**config.mk**
```make
export PLATFORM = sky130hd
export DESIGN_NAME = lsd_buffer_reader
export DESIGN_NICKNAME = d
export VERILOG_FILES = /design/src/rtl/lsd_pkg.sv /design/src/rtl/lsd_buffer_reader.sv
export SDC_FILE = /design/constraint.sdc
export NUM_CORES = 1
export LEC_CHECK = 0
export BUFFER_PORTS_ARGS = -buffer_cell sky130_fd_sc_hd__clkbuf_2
export CAP_MARGIN = 10
export CORE_MARGIN = 3
export CORE_UTILIZATION = 40
export DETAILED_ROUTE_END_ITERATION = 7
export MAX_ROUTING_LAYER = met4
export PLACE_DENSITY = 0.72
export SLEW_MARGIN = 20
export SYNTH_ARGS = -nofsm -noshare
export SYNTH_HDL_FRONTEND = slang
export SYNTH_SLANG_ARGS = --single-unit
export TNS_END_PERCENT = 10
```
**constraint.sdc**
```tcl
create_clock -name psclk -period 2.3 [get_ports psclk]
set_input_delay 0.46 -clock psclk [delete_from_list [all_inputs] [get_ports psclk]]
set_output_delay 0.46 -clock psclk [all_outputs]
set_load 0.05 [all_outputs]
```
**src/rtl/lsd_pkg.sv**
```systemverilog
// Shared types for the LSD result-buffer reader: FSM state encoding and the
// 64-bit segment beat layout presented to the PS side.
package lsd_pkg;

  typedef enum logic [2:0] {
    S_IDLE,
    S_ARM,
    S_LOCK,
    S_WAIT,
    S_SEND,
    S_FIN
  } state_t;

  localparam int SEG_FIELD_W = 16;

  // start_v lands in the top 16 bits of the beat.
  typedef struct packed {
    logic [SEG_FIELD_W-1:0] start_v;
    logic [SEG_FIELD_W-1:0] start_h;
    logic [SEG_FIELD_W-1:0] end_v;
    logic [SEG_FIELD_W-1:0] end_h;
  } lsd_seg_t;

  function automatic lsd_seg_t pack_seg(input logic [SEG_FIELD_W-1:0] sv,
                                        input logic [SEG_FIELD_W-1:0] sh,
                                        input logic [SEG_FIELD_W-1:0] ev,
                                        input logic [SEG_FIELD_W-1:0] eh);
    lsd_seg_t s;
    s.start_v = sv;
    s.start_h = sh;
    s.end_v   = ev;
    s.end_h   = eh;
    return s;
  endfunction

endpackage

```
**src/rtl/lsd_buffer_reader.sv**
```systemverilog
// Drains one frame of line segments from the LSD result buffer. On start it
// waits for a completed frame, write-protects the buffer, then reads each
// segment and streams it out as a 64-bit valid/ready beat.
module lsd_buffer_reader
  import lsd_pkg::*;
#(
  parameter  int V_FRAME    = 750,
  parameter  int H_FRAME    = 1650,
  parameter  int RAM_SIZE   = 4096,
  parameter  int RD_LATENCY = 1,
  localparam int VW         = $clog2(V_FRAME),
  localparam int HW         = $clog2(H_FRAME),
  localparam int AW         = $clog2(RAM_SIZE)
) (
  input  logic          psclk,
  input  logic          rst,
  input  logic          start,
  input  logic          lsdbuf_ready,
  input  logic [AW-1:0] lsdbuf_line_num,
  input  logic [VW-1:0] lsdbuf_start_v,
  input  logic [HW-1:0] lsdbuf_start_h,
  input  logic [VW-1:0] lsdbuf_end_v,
  input  logic [HW-1:0] lsdbuf_end_h,
  output logic [AW-1:0] lsdbuf_raddr,
  output logic          lsdbuf_write_protect,
  output logic          m_valid,
  input  logic          m_ready,
  output logic [63:0]   m_data,
  output logic          m_last,
  output logic          busy,
  output logic          done,
  output logic [AW-1:0] seg_count
);

  // Coordinates are zero-extended into 16-bit fields, never truncated.
  if (VW > SEG_FIELD_W || HW > SEG_FIELD_W) begin : g_width_chk
    $error("lsd_buffer_reader: coordinate width exceeds 16-bit beat field");
  end
  if (RD_LATENCY < 1 || RD_LATENCY > 4) begin : g_lat_chk
    $error("lsd_buffer_reader: RD_LATENCY must be 1..4");
  end

  state_t     state, state_nx;
  logic [2:0] lat_cnt;
  logic       last_addr;

  // Current read address is the final segment of the latched frame.
  assign last_addr = (lsdbuf_raddr == seg_count - AW'(1));
  assign busy      = (state != S_IDLE);

  // State register.
  // NOTE: sequential state uses non-blocking (<=) so every flop samples the
  // pre-edge values; blocking here would create order-dependent races.
  always_ff @(posedge psclk) begin
    if (rst) state <= S_IDLE;
    else     state <= state_nx;
  end

  // Next-state decode.
  // NOTE: state_nx gets a default before the case so no path leaves it
  // unassigned, which would otherwise infer a latch.
  always_comb begin
    state_nx = state;
    case (state)
      S_IDLE: if (start) state_nx = S_ARM;
      S_ARM:  if (lsdbuf_ready) state_nx = S_LOCK;
      // Buffer is protected in LOCK, so line_num is stable here.
      S_LOCK: state_nx = (lsdbuf_line_num == '0) ? S_FIN : S_WAIT;
      S_WAIT: if (lat_cnt == 3'(RD_LATENCY - 1)) state_nx = S_SEND;
      S_SEND: if (m_ready) state_nx = last_addr ? S_FIN : S_WAIT;
      S_FIN:  state_nx = S_IDLE;
      default: state_nx = S_IDLE;
    endcase
  end

  // Registered outputs, read address, latency counter and beat capture.
  // The read data for a new raddr is sampled on the edge that closes the
  // RD_LATENCY-th cycle after raddr changes, i.e. the WAIT->SEND edge, so
  // m_valid is high from the first SEND cycle and a beat completes every
  // RD_LATENCY+1 cycles with m_ready held high.
  always_ff @(posedge psclk) begin
    if (rst) begin
      lsdbuf_raddr         <= '0;
      lsdbuf_write_protect <= 1'b0;
      m_valid              <= 1'b0;
      m_data               <= '0;
      m_last               <= 1'b0;
      done                 <= 1'b0;
      seg_count            <= '0;
      lat_cnt              <= '0;
    end else begin
      lsdbuf_write_protect <= (state_nx == S_LOCK) || (state_nx == S_WAIT) ||
                              (state_nx == S_SEND);
      done                 <= (state_nx == S_FIN);
      m_valid              <= (state_nx == S_SEND);

      if (state == S_WAIT) lat_cnt <= lat_cnt + 3'd1;
      else                 lat_cnt <= '0;

      if (state == S_ARM && state_nx == S_LOCK) lsdbuf_raddr <= '0;
      if (state == S_LOCK) seg_count <= lsdbuf_line_num;
      if (state == S_SEND && m_ready && !last_addr)
        lsdbuf_raddr <= lsdbuf_raddr + AW'(1);

      // Beat is captured once on SEND entry and held through any stall.
      if (state == S_WAIT && state_nx == S_SEND) begin
        m_data <= pack_seg(SEG_FIELD_W'(lsdbuf_start_v), SEG_FIELD_W'(lsdbuf_start_h),
                           SEG_FIELD_W'(lsdbuf_end_v),   SEG_FIELD_W'(lsdbuf_end_h));
        m_last <= last_addr;
      end else if (state_nx != S_SEND) begin
        m_last <= 1'b0;
      end
    end
  end

endmodule

```
==> results of run 1 <==
## placed cells by master (no fill, tap or decap), types with 3 or more instances in the layout
master and n:
sky130_fd_sc_hd__a21oi_1 56, sky130_fd_sc_hd__a221o_1 7, sky130_fd_sc_hd__a31oi_1 5, sky130_fd_sc_hd__and3_1 5
sky130_fd_sc_hd__buf_4 24, sky130_fd_sc_hd__clkbuf_2 129, sky130_fd_sc_hd__clkbuf_8 9, sky130_fd_sc_hd__conb_1 22
sky130_fd_sc_hd__dfxtp_1 68, sky130_fd_sc_hd__dfxtp_2 6, sky130_fd_sc_hd__ha_1 3, sky130_fd_sc_hd__inv_1 11
sky130_fd_sc_hd__nand2_1 118, sky130_fd_sc_hd__nand3_1 7, sky130_fd_sc_hd__nor2_1 12, sky130_fd_sc_hd__nor2b_1 6
sky130_fd_sc_hd__nor3_1 11, sky130_fd_sc_hd__nor4_1 5, sky130_fd_sc_hd__nor4b_1 5, sky130_fd_sc_hd__o211ai_1 3
sky130_fd_sc_hd__o21ai_0 4, sky130_fd_sc_hd__xnor2_1 13, sky130_fd_sc_hd__xor2_1 4
## critical path, cell delays in order, from the launching register on
cell                      delay, ps
sky130_fd_sc_hd__dfxtp_2        350
sky130_fd_sc_hd__buf_4          140
sky130_fd_sc_hd__or4_4          410
sky130_fd_sc_hd__nor2_2         120
sky130_fd_sc_hd__xnor2_1         80
sky130_fd_sc_hd__nor4_2         180
sky130_fd_sc_hd__and4_4         310
sky130_fd_sc_hd__nor2_2         120
sky130_fd_sc_hd__or3b_1         400
## what timing repair did
action / in CTS / in global routing
pin swaps: 0 / 3
cloned: 0 / 0
setup buffers: 0 / 1
resized for setup: 2 / 5
endpoints found under the setup margin: 11 / 15
## per-layer routing
metal	vias to the layer above	share of wire (%)	GRT usage, %	routed length [um]
met5	-	0	-	0
met4	0	1.4	5.80	131
met3	13	7.8	5.42	752
met2	118	47	32.0	4560
met1	1578	43	24.3	4180
li1	1744	-	-	-
## worst paths after layout
| path | from | to | slack, ps | cells past startpoint |
|---|---|---|---|---|
| min reg2reg | m_data[42]$_SDFFE_PP0P_ | m_data[42]$_SDFFE_PP0P_ | 460 | 2 |
| max reg2reg | seg_count[3]$_SDFFE_PP0P_ | lsdbuf_write_protect$_SDFF_PP0_ | 70 | 8 |
| max | seg_count[3]$_SDFFE_PP0P_ | lsdbuf_write_protect$_SDFF_PP0_ | 70 | 8 |
| min | lsdbuf_start_h[5] | m_data[37]$_SDFFE_PP0P_ | 320 | 3 |
## final cells by class
| class | count | area (sq um) |
|---|---|---|
| fill | 849 | 3840 |
| inverter | 12 | 45.0 |
| clock buffer | 9 | 124 |
| tap | 105 | 131 |
| sequential | 76 | 1540 |
| multi-input combinational | 328 | 1820 |
| timing repair buffer | 153 | 826 |
| clock inverter | 7 | 98.8 |
## state kept, by name, indices dropped and copies added (netlist names)
signal                cells
state                     3
seg_count                12
m_last                    1
m_data                   42
lsdbuf_raddr             12
lsdbuf_write_protect      1
m_valid                   1
lat_cnt                   3
done                      1
## kinds of logic (layout without fill, tap and decap cells)
| group | count (synthesis) | in the layout | synth area share (%) |
|---|---|---|---|
| AO/OA/AOI/OAI | 90 | 90 | 15.5 |
| XOR/XNOR | 17 | 17 | 4.20 |
| adder cells (fa/ha/maj) | 4 | 4 | 1.41 |
| buffers and inverters | 64 | 181 | 9.81 |
| flip-flops | 76 | 76 | 42.9 |
| multiplexers | 2 | 2 | 0.600 |
| other | 1 | 22 | 0.106 |
| AND/OR/NAND/NOR | 193 | 193 | 25.5 |
## where the power goes
part	internal (mW)	total, mW	switching [mW]	leakage (nW)
Combinational	0.162	0.515	0.353	1.28
Clock	0.618	1.13	0.516	0.110
Sequential	1.34	1.38	0.0303	0.618
Total	2.13	3.02	0.899	2.01
==> results_tabular.tex, run 1 <==
\begin{tabular}{lr}
\hline
Metric & Value \\
\hline
\multicolumn{2}{l}{\textbf{Global routing}} \\
\quad Maximum number of pins on one net before global-route repair & 58 \\
\quad First-pass GRT wire length & between 15000 and 20000 um \\
\quad All-Layer GR Usage & between 10\% and 20\% \\
\quad Initial antenna violation count & 0 \\
\quad Number of global-route vias before repair & around 3.3k \\
\quad Overflow after GRT & 0 \\
\multicolumn{2}{l}{\textbf{Clocking}} \\
\quad CTS tree & done \\
\quad Number of buffers inserted during clock tree synthesis & 9 \\
\quad H-tree lvl count & 3 \\
\quad Clock input transition at the sequential cells of the worst setup and hold paths & $\sim$90 ps \\
\quad Clock Tree Buf Depth & 2 \\
\quad Source-to-sink clock delay at the later pin of the worst-skew pair & roughly 340 ps \\
\quad Clock root buffer & sky130\_fd\_sc\_hd\_\_clkbuf\_8 \\
\quad Clk sink count & 76 \\
\quad Number of buffers added to fix hold violations after cts & 0 \\
\multicolumn{2}{l}{\textbf{STA}} \\
\quad Number of hold violations in the final report & 0 \\
\quad Final worst path period share & between 90\% and 100\% \\
\quad Total of endpoints with negative setup slack in the final report & 0 \\
\quad Slew of the pin with the lowest slew margin & 601 ps \\
\quad Achievable clock frequency & roughly 450 MHz \\
\quad Clock Skew & $\sim$9.3 ps \\
\quad Final worst path period need & around 2200 ps \\
\quad RSZ-0062 raised after global routing & true \\
\quad Slew Viols, Final & 0 \\
\quad Setup ws final & 72.1 ps \\
\quad Smallest hold slack & 323 ps \\
\quad Summed negative setup slack over all endpoints & 0 ps \\
\quad Slew Limit Headroom & about three fifths \\
\multicolumn{2}{l}{\textbf{Floorplan}} \\
\quad Die Area & 10000 sq um \\
\quad Area inside the core boundary & 8420 sq um \\
\quad Starting density of the core & a little over two fifths \\
\quad Y dimension of the die & between 100 and 150 um \\
\quad Number of placement rows & 33 \\
\quad Die outline width & 100 um \\
\quad Number of top-level pins & roughly 150 \\
\multicolumn{2}{l}{\textbf{Outcome}} \\
\quad Result of the run & completed \\
\multicolumn{2}{l}{\textbf{Worst setup path}} \\
\quad Worst-path maximum fanout & 12 \\
\quad Kind of end point of the critical path & register \\
\quad Critical path class & reg2reg \\
\quad Crit start category & register \\
\quad Data arrival time of the worst path & 2450 ps \\
\quad Critical Path RT & around 2500 ps \\
\multicolumn{2}{l}{\textbf{Synth}} \\
\quad Dominant cells by area after synthesis & sky130\_fd\_sc\_hd\_\_dfxtp\_1 (43\%), sky130\_fd\_sc\_hd\_\_nand2\_1 (12\%), sky130\_fd\_sc\_hd\_\_a21oi\_1 (7.9\%) \\
\quad Count leader, synth & sky130\_fd\_sc\_hd\_\_nand2\_1 \\
\quad Register bit total from synthesis & 76 \\
\quad Number of standard cells after synthesis & 447 \\
\quad Average size of a mapped cell & 7.94 sq um \\
\quad Post-Synthesis Cell Area & $\sim$3500 sq um \\
\quad Seq/Total Area, Yosys & around 43\% \\
\quad Dominant cell type by area after synthesis & sky130\_fd\_sc\_hd\_\_dfxtp\_1 \\
\quad Number of enable flip-flop cells after synthesis & 0 \\
\quad Warnings, synthesis & 0 \\
\quad Leading register cell type out of synthesis & sky130\_fd\_sc\_hd\_\_dfxtp\_1 \\
\quad Area share of the leading cell type in the synthesized netlist & 42.9\% \\
\quad Synth cell types & 50 \\
\quad Proportion of synthesized flip-flops having asynchronous set or reset & 0\% \\
\quad Most numerous cell types in the synthesized netlist & sky130\_fd\_sc\_hd\_\_nand2\_1 (118), sky130\_fd\_sc\_hd\_\_dfxtp\_1 (76), sky130\_fd\_sc\_hd\_\_a21oi\_1 (56) \\
\multicolumn{2}{l}{\textbf{Pwr}} \\
\quad P per Cell Area & approximately 660 nW/um\^{}2 \\
\quad Worst ir drop on vdd & roughly 0.39 mV \\
\quad Total power draw & around 3.0 mW \\
\quad LEAKAGE & 2.01 nW \\
\multicolumn{2}{l}{\textbf{Job}} \\
\quad Max-Cap Viols & 0 \\
\multicolumn{2}{l}{\textbf{Cells and area}} \\
\quad Antenna Diode Count & 0 \\
\quad Summed area of non-filler cells in the final layout & around 4600 sq um \\
\quad Proportion of layout cells with a drive suffix above 1 & 33.3\% \\
\quad Layout net count & around 640 \\
\quad Final Non-Filler Cells & 690 \\
\quad Utilization after layout & 54.4\% \\
\quad Area added between synthesis and finish & 29.2\% \\
\multicolumn{2}{l}{\textbf{Placed design}} \\
\quad Placement Cell Area & around 4300 sq um \\
\quad Placer's final routability congestion estimate & around 0.89 \\
\quad DP Cell Count & around 670 \\
\quad HPWL reported at the end of detailed placement & 7210 um \\
\quad Post-placement setup slack & -14.2 ps \\
\quad Port bufs & around 130 \\
\multicolumn{2}{l}{\textbf{Routing}} \\
\quad Iter 0 DRT Violations & between 150 and 200 \\
\quad Router iterations before antenna repair & 5 \\
\quad DRC violations left & 0 \\
\quad Detailed-route vias per instance & between 5 and 6 \\
\quad Post-Route WL & approximately 9600 um \\
\quad Total number of vias & 3453 \\
\quad Detail Route Antenna Nets & 0 \\
\quad DR WL/cell & roughly 14 um \\
\multicolumn{2}{l}{\textbf{Min path}} \\
\quad Worst hold-check path type & in2reg \\
\hline
\end{tabular}
(Power assumes the default switching activity.)
==> inputs of run 2 (changes only) <==
clock period = 1.9 ns   (was 2.3 ns; I/O delays follow)
==> run 2 against run 1 <==
The flow now finishes with violations (negative setup slack). Worst hold slack lost 91 ps. Non-clock buffer count is 33 higher. Clock skew rose by 5.3 ps. Largest power group unchanged.
==> results_tabular.tex, run 2 (same netlist as run 1, synthesis figures left out) <==
\begin{tabular}{lr}
\hline
Metric & Value \\
\hline
\multicolumn{2}{l}{\textbf{Outcome}} \\
\quad Result of the run & finished, violations left \\
\quad Violated checks & negative setup slack \\
\multicolumn{2}{l}{\textbf{Global routing}} \\
\quad Overflow after GRT & 0 (unchanged) \\
\quad Number of global-route vias before repair & 3547 (+7.9\%) \\
\quad Initial antenna violation count & 0 (unchanged) \\
\quad All-Layer GR Usage & 21.1\% (+1.3 points) \\
\quad Maximum number of pins on one net before global-route repair & 52 (-10\%) \\
\quad First-pass GRT wire length & 16700 um (+7.2\%) \\
\multicolumn{2}{l}{\textbf{Placed design}} \\
\quad Placer's final routability congestion estimate & 0.873 (-1.5\%) \\
\quad Placement Cell Area & 4560 sq um (+5.5\%) \\
\quad HPWL reported at the end of detailed placement & 7750 um (+7.5\%) \\
\quad Port bufs & 129 (unchanged) \\
\multicolumn{2}{l}{\textbf{STA}} \\
\quad RSZ-0062 raised after global routing & true \\
\quad Slew Viols, Final & 0 (unchanged) \\
\quad Final worst path period need & 2190 ps (-33.3 ps) \\
\quad Slew of the pin with the lowest slew margin & 526 ps (-74.3 ps) \\
\quad Clock Skew & 14.6 ps (+5.30 ps) \\
\quad Slew Limit Headroom & 64.9\% (+5.0 points) \\
\quad Final worst path period share & 116\% (+19 points) \\
\quad Summed negative setup slack over all endpoints & -3690 ps (-3690 ps) \\
\quad Setup ws final & -295 ps (-367 ps) \\
\quad Total of endpoints with negative setup slack in the final report & 17 (+17) \\
\quad Achievable clock frequency & 456 MHz (+1.5\%) \\
\quad Number of hold violations in the final report & 0 (unchanged) \\
\multicolumn{2}{l}{\textbf{Min path}} \\
\quad Worst hold path depth & 3 (unchanged) \\
\quad Worst hold-check path type & in2reg \\
\multicolumn{2}{l}{\textbf{Cells and area}} \\
\quad Area added between synthesis and finish & 36.6\% \\
\quad Most flops, register & m\_data \\
\quad Layout net count & 676 (+5.1\%) \\
\quad Flip-flop count of the largest register, all copies and words added & 42 (unchanged) \\
\quad Proportion of layout cells with a drive suffix above 1 & 37.7\% (+4.4 points) \\
\quad Largest registers & m\_data x42, lsdbuf\_raddr x12, seg\_count x12 \\
\quad Summed area of non-filler cells in the final layout & 4850 sq um (+5.8\%) \\
\quad Most frequent cells in the layout & sky130\_fd\_sc\_hd\_\_clkbuf\_2 (129), sky130\_fd\_sc\_hd\_\_nand2\_1 (117), sky130\_fd\_sc\_hd\_\_dfxtp\_1 (68) \\
\quad Antenna Diode Count & 0 (unchanged) \\
\quad Most common cell after layout, fill and taps aside & sky130\_fd\_sc\_hd\_\_clkbuf\_2 \\
\multicolumn{2}{l}{\textbf{Floorplan}} \\
\quad Number of placement rows & 33 (unchanged) \\
\quad Die Area & 10000 sq um (unchanged) \\
\quad Number of top-level pins & 152 (unchanged) \\
\quad Y dimension of the die & 100 um (unchanged) \\
\quad Starting density of the core & 42.1\% (unchanged) \\
\quad Area inside the core boundary & 8420 sq um (unchanged) \\
\quad Die outline width & 100 um (unchanged) \\
\multicolumn{2}{l}{\textbf{Routing}} \\
\quad Router iterations before antenna repair & 5 (unchanged) \\
\quad Detail Route Antenna Nets & 0 (unchanged) \\
\quad Detailed-route vias per instance & 5.08 (+1.5\%) \\
\quad DRC violations left & 0 (unchanged) \\
\quad DR WL/cell & 14.3 um (+2.8\%) \\
\quad Total number of vias & 3673 (+6.4\%) \\
\quad Post-Route WL & 10400 um (+7.8\%) \\
\quad Iter 0 DRT Violations & 173 (+1.8\%) \\
\multicolumn{2}{l}{\textbf{Clocking}} \\
\quad Clk sink count & 76 (unchanged) \\
\quad Clock Tree Buf Depth & 2 (unchanged) \\
\quad H-tree lvl count & 3 (unchanged) \\
\quad CTS tree & done \\
\quad Clock root buffer & sky130\_fd\_sc\_hd\_\_clkbuf\_8 \\
\quad Number of buffers inserted during clock tree synthesis & 9 (unchanged) \\
\quad Source-to-sink clock delay at the later pin of the worst-skew pair & 350 ps (about the same) \\
\quad Clock input transition at the sequential cells of the worst setup and hold paths & 100 ps (about the same) \\
\multicolumn{2}{l}{\textbf{Worst setup path}} \\
\quad Crit start category & register \\
\quad Kind of end point of the critical path & register \\
\quad Number of cells on the worst reg-to-reg path & 8 (unchanged) \\
\quad Worst-path maximum fanout & 8 (-4) \\
\quad Critical path class & reg2reg \\
\quad Critical Path RT & 2140 ps (-380 ps) \\
\quad Data arrival time of the worst path & 2440 ps (about the same) \\
\multicolumn{2}{l}{\textbf{Job}} \\
\quad Max-Cap Viols & 0 (unchanged) \\
\multicolumn{2}{l}{\textbf{Pwr}} \\
\quad LEAKAGE & 2.16 nW (+7.7\%) \\
\quad Portion of total power attributed to combinational logic & 19.0\% (+2.0 points) \\
\quad Clock share of power & 34.1\% (-3.4 points) \\
\quad Reported net switching power & 1.17 mW (+30\%) \\
\quad Pint & 2.37 mW (+11\%) \\
\quad P per Cell Area & 730 nW/um\^{}2 (+11\%) \\
\quad Sequential fraction of design power & 46.9\% (+1.4 points) \\
\quad Sw frac & 33.1\% (+3.4 points) \\
\quad Worst ir drop on vdd & 0.426 mV (+9.0\%) \\
\hline
\end{tabular}
==> run 2: cell types whose count changed in the layout (fill, tap and decap cells not counted), moves of 2 or more <==
cell                        delta
sky130_fd_sc_hd__inv_8         +2
sky130_fd_sc_hd__bufinv_16     -2
sky130_fd_sc_hd__buf_4        +30
sky130_fd_sc_hd__buf_6         +2
==> run 2: cell type report <==
class	count	area, sq um
inverter	12	45.0
timing repair buffer	186	1090
fill	795	3580
multi-input combinational	328	1850
clock buffer	9	124
clock inverter	7	66.3
sequential	76	1540
tap	105	131
==> run 2: worst paths after layout <==
| kind | start | to | slack, ps |
|---|---|---|---|
| setup reg to reg | seg_count[1]$_SDFFE_PP0P_ | lsdbuf_raddr[5]$_SDFFE_PP0P_ | -290 |
| setup / recovery | seg_count[1]$_SDFFE_PP0P_ | lsdbuf_raddr[5]$_SDFFE_PP0P_ | -290 |
| hold / removal | lsdbuf_start_v[8] | m_data[56]$_SDFFE_PP0P_ | 230 |
| hold reg to reg | m_data[34]$_SDFFE_PP0P_ | m_data[34]$_SDFFE_PP0P_ | 460 |
==> run 2: what timing repair did <==
action | 4_1_cts | 5_1_grt
buffers inserted | 2 | 2
endpoints found under the hold margin | 0 | 0
setup endpoints to repair | 17 | 17
resized for setup | 6 | 10
hold buffers | 0 | 0
pin swaps | 4 | 13
==> run 2: power groups by stage <==
stage / Sequential (mW) / Combinational [mW] / Clock (mW)
after floorplan: 1.80 / 0.377 / 0
after global placement: 1.69 / 0.634 / 0
after detailed placement: 1.70 / 0.638 / 0
after CTS: 1.66 / 0.652 / 1.25
after global routing: 1.66 / 0.726 / 1.31
final: 1.66 / 0.673 / 1.21
==> run 2: metrics by stage <==
stage	power, mW	std cells	hold WS (ps)	utilization, %	setup slack [ps]
floorplan	2.18	468	432	-	-430
global placement	2.33	703	442	54.2	-420
detailed placement	2.33	703	447	54.2	-464
CTS	3.56	721	217	56.8	-310
global route	3.70	723	219	57.5	-454
finish	3.54	723	233	57.5	-295
==> run 2: critical path: stages (launching register included) <==
cell and delay, ps:
sky130_fd_sc_hd__dfxtp_4 360, sky130_fd_sc_hd__or4_4 530, sky130_fd_sc_hd__nor2_2 130, sky130_fd_sc_hd__xnor2_1 70
sky130_fd_sc_hd__nor4_1 190, sky130_fd_sc_hd__and4_4 340, sky130_fd_sc_hd__buf_6 150, sky130_fd_sc_hd__nor4b_1 60
sky130_fd_sc_hd__a221o_1 260
==> run 2: per-layer routing <==
layer	track usage (%)	wire length, um	part of all wire, %
met3	3.54	640	6.2
met5	-	0	0
met1	25.7	4440	43
met4	7.15	189	1.8
met2	35.4	5100	49
==> inputs of run 3 (changes only) <==
BUFFER_PORTS_ARGS = unset   (was -buffer_cell sky130_fd_sc_hd__clkbuf_2)
DONT_BUFFER_PORTS = 1   (was unset)
PLACE_DENSITY = unset   (was 0.72)
==> run 3 against run 2 <==
The flow still finishes with violations (negative setup slack). Non-clock buffer count decreased by 122. Fmax decreased by 1.5%. Register-to-register slack got worse by 30 ps. Clock power rose by 9.9%. Final cell count is 17% lower.
==> results_tabular.tex, run 3 (same netlist as run 1, synthesis figures left out) <==
\begin{tabular}{lr}
\hline
Metric & Value \\
\hline
\multicolumn{2}{l}{\textbf{Floorplan}} \\
\quad Area inside the core boundary & 8420 sq um (unchanged) \\
\quad Y dimension of the die & 100 um (unchanged) \\
\quad Die outline width & 100 um (unchanged) \\
\quad Starting density of the core & 42.1\% (unchanged) \\
\quad Number of top-level pins & 152 (unchanged) \\
\quad Number of placement rows & 33 (unchanged) \\
\quad Die Area & 10000 sq um (unchanged) \\
\multicolumn{2}{l}{\textbf{Cells and area}} \\
\quad Final Non-Filler Cells & 600 (-17\%) \\
\quad Area added between synthesis and finish & 19.9\% \\
\quad Largest registers & m\_data x42, lsdbuf\_raddr x12, seg\_count x12 \\
\quad Proportion of layout cells with a drive suffix above 1 & 21.1\% (-17 points) \\
\quad Sequential cell area & 1540 sq um (about the same) \\
\quad Fill count & 836 (+5.2\%) \\
\quad Multi-input gate area in the final layout & 1830 sq um (-1.1\%) \\
\quad Most flops, register & m\_data \\
\quad Layout net count & 554 (-18\%) \\
\quad Most common cell after layout, fill and taps aside & sky130\_fd\_sc\_hd\_\_nand2\_1 \\
\quad Flip-flop count of the largest register, all copies and words added & 42 (unchanged) \\
\quad Summed area of non-filler cells in the final layout & 4250 sq um (-12\%) \\
\quad Most frequent cells in the layout & sky130\_fd\_sc\_hd\_\_nand2\_1 (118), sky130\_fd\_sc\_hd\_\_dfxtp\_1 (67), sky130\_fd\_sc\_hd\_\_buf\_4 (61) \\
\multicolumn{2}{l}{\textbf{Worst setup path}} \\
\quad Crit path max-delay cell type & sky130\_fd\_sc\_hd\_\_or3b\_1 \\
\quad Data arrival time of the worst path & 2450 ps (about the same) \\
\quad Register-to-register setup slack & -330 ps (-30 ps) \\
\quad Critical path class & reg2reg \\
\quad Critical Path RT & 2120 ps (-20 ps) \\
\quad Count of buffer and inverter cells on the critical path & 2 (+1) \\
\quad Crit start category & register \\
\quad Cell seen most often among critical-path stages & sky130\_fd\_sc\_hd\_\_buf\_4 \\
\quad CP Cell Sequence & nor4\_4 > buf\_4 > buf\_4 > nand4b\_1 > nor4bb\_1 > a31oi\_1 > and4\_4 > nor2\_4 > or3b\_1 \\
\quad Kind of end point of the critical path & register \\
\quad Worst-path maximum fanout & 12 (+4) \\
\quad Worst path max stage delay & 370 ps (-160 ps) \\
\quad Top delay family on crit path & simple AND/OR/NAND/NOR gates \\
\multicolumn{2}{l}{\textbf{Clocking}} \\
\quad Source-to-sink clock delay at the later pin of the worst-skew pair & 340 ps (about the same) \\
\quad Number of buffers inserted during clock tree synthesis & 9 (unchanged) \\
\quad Clock root buffer & sky130\_fd\_sc\_hd\_\_clkbuf\_8 \\
\quad Number of buffers added to fix hold violations after cts & 0 (unchanged) \\
\quad Clk sink count & 76 (unchanged) \\
\quad Clock Tree Buf Depth & 2 (unchanged) \\
\quad CTS tree & done \\
\quad H-tree lvl count & 3 (unchanged) \\
\quad Clock input transition at the sequential cells of the worst setup and hold paths & 80 ps (-20 ps) \\
\multicolumn{2}{l}{\textbf{Global routing}} \\
\quad All-Layer GR Usage & 19.0\% (-2.1 points) \\
\quad Initial antenna violation count & 1 (+1) \\
\quad First-pass GRT wire length & 14700 um (-12\%) \\
\quad Maximum number of pins on one net before global-route repair & 63 (+21\%) \\
\quad Overflow after GRT & 0 (unchanged) \\
\quad Number of global-route vias before repair & 3080 (-13\%) \\
\multicolumn{2}{l}{\textbf{STA}} \\
\quad Number of hold violations in the final report & 0 (unchanged) \\
\quad RSZ-0062 raised after global routing & true \\
\quad Setup ws final & -327 ps (-32.6 ps) \\
\quad Slew Viols, Final & 0 (unchanged) \\
\quad Final worst path period need & 2230 ps (+32.6 ps) \\
\quad Slew of the pin with the lowest slew margin & 536 ps (+9.62 ps) \\
\quad Total of endpoints with negative setup slack in the final report & 17 (unchanged) \\
\quad Smallest hold slack & 96.7 ps (-136 ps) \\
\quad Slew Limit Headroom & 64.2\% (-0.69 points) \\
\quad Clock Skew & 7.19 ps (-7.45 ps) \\
\quad Achievable clock frequency & 449 MHz (-1.5\%) \\
\quad Final worst path period share & 117\% (+1.7 points) \\
\multicolumn{2}{l}{\textbf{Placed design}} \\
\quad Placer's final routability congestion estimate & 0.855 (-2.0\%) \\
\quad Placement Cell Area & 3960 sq um (-13\%) \\
\quad DP Cell Count & 581 (-17\%) \\
\quad Port bufs & 0 (-100\%) \\
\quad HPWL reported at the end of detailed placement & 6870 um (-11\%) \\
\multicolumn{2}{l}{\textbf{Min path}} \\
\quad Worst hold-check path type & in2reg \\
\multicolumn{2}{l}{\textbf{Routing}} \\
\quad Wire length the detailed router placed on met1 & 3660 um (-18\%) \\
\quad Post-Route WL & 9230 um (-11\%) \\
\quad Met2 wire length & 4550 um (-11\%) \\
\quad Detail Route Antenna Nets & 0 (unchanged) \\
\quad Router iterations before antenna repair & 5 (unchanged) \\
\quad DRC violations left & 0 (unchanged) \\
\quad Detailed-route vias per instance & 5.24 (+3.2\%) \\
\quad Total number of vias & 3145 (-14\%) \\
\quad Iter 0 DRT Violations & 91 (-47\%) \\
\quad Top metal layer carrying routed signals & met4 \\
\quad DR WL/cell & 15.4 um (+7.3\%) \\
\quad Detail Route met3 WL & 839 um (+31\%) \\
\multicolumn{2}{l}{\textbf{Outcome}} \\
\quad Result of the run & finished, violations left \\
\quad Violated checks & negative setup slack \\
\multicolumn{2}{l}{\textbf{Pwr}} \\
\quad Worst ir drop on vdd & 0.470 mV (+10\%) \\
\quad LEAKAGE & 1.66 nW (-23\%) \\
\quad P per Cell Area & 830 nW/um\^{}2 (+14\%) \\
\multicolumn{2}{l}{\textbf{Job}} \\
\quad Max-Cap Viols & 0 (unchanged) \\
\hline
\end{tabular}
-- run 3: changes by cell type in the layout (fill, tap and decap cells not counted), sizes merged --
cell	before	now
clkbuf	138	11
buf	57	64
inv	17	12
bufinv	0	1
clkinv	2	1
clkinvlp	0	1
diode	0	1
-- run 3: repair_timing --
action / in CTS / in global routing
gates resized for setup: 7 / 5
buffers inserted: 3 / 1
gates cloned: 0 / 0
endpoints found under the setup margin: 17 / 17
pin swaps: 7 / 3
-- run 3: worst paths after layout --
path,from,end,cells after the start
max reg2reg,seg_count[5]$_SDFFE_PP0P_,lsdbuf_write_protect$_SDFF_PP0_,9
min reg2reg,lat_cnt[0]$_SDFF_PP0_,lat_cnt[0]$_SDFF_PP0_,1
min,rst,m_data[37]$_SDFFE_PP0P_,1
max,seg_count[5]$_SDFFE_PP0P_,lsdbuf_write_protect$_SDFF_PP0_,9
-- run 3: routing by layer --
layer / GRT usage (%) / up-vias
li1: - / 1554
met1: 21.0 / 1460
met2: 31.7 / 113
met3: 6.81 / 18
met4: 6.53 / 0
met5: - / -
-- run 3: power by group --
| group | total, mW | internal [mW] | switching [mW] | leakage (nW) |
|---|---|---|---|---|
| registers | 1.74 | 1.63 | 0.110 | 0.619 |
| clock network | 1.33 | 0.750 | 0.575 | 0.108 |
| logic | 0.468 | 0.160 | 0.308 | 0.930 |
-- run 3: layout make-up --
| type | instances | area share (%) |
|---|---|---|
| repair buffers | 64 | 11.6 |
| diodes | 1 | 0.0588 |
| clock inverters | 3 | 1.00 |
| flip-flops and latches | 76 | 36.1 |
| well taps | 105 | 3.09 |
| clock buffers | 11 | 4.09 |
| inverters | 12 | 1.06 |
| multi-input cells | 328 | 43.0 |
-- run 3: through the flow --
step | total power, mW | setup slack (ps) | util [%] | setup TNS (ps)
floorplan | 2.18 | -430 | - | -5850
global placement | 2.21 | -388 | 47.0 | -5810
detailed placement | 2.21 | -425 | 47.0 | -5990
CTS | 3.56 | -349 | 50.1 | -4450
global route | 3.68 | -479 | 50.5 | -7270
finish | 3.53 | -327 | 50.5 | -4550
-- run 3: worst register-to-register path, stage by stage, from the launching register on --
cell and delay, ps:
sky130_fd_sc_hd__dfxtp_2 340, sky130_fd_sc_hd__nor4_4 360, sky130_fd_sc_hd__buf_4 180, sky130_fd_sc_hd__buf_4 100
sky130_fd_sc_hd__nand4b_1 70, sky130_fd_sc_hd__nor4bb_1 160, sky130_fd_sc_hd__a31oi_1 150, sky130_fd_sc_hd__and4_4 290
sky130_fd_sc_hd__nor2_4 90, sky130_fd_sc_hd__or3b_1 370
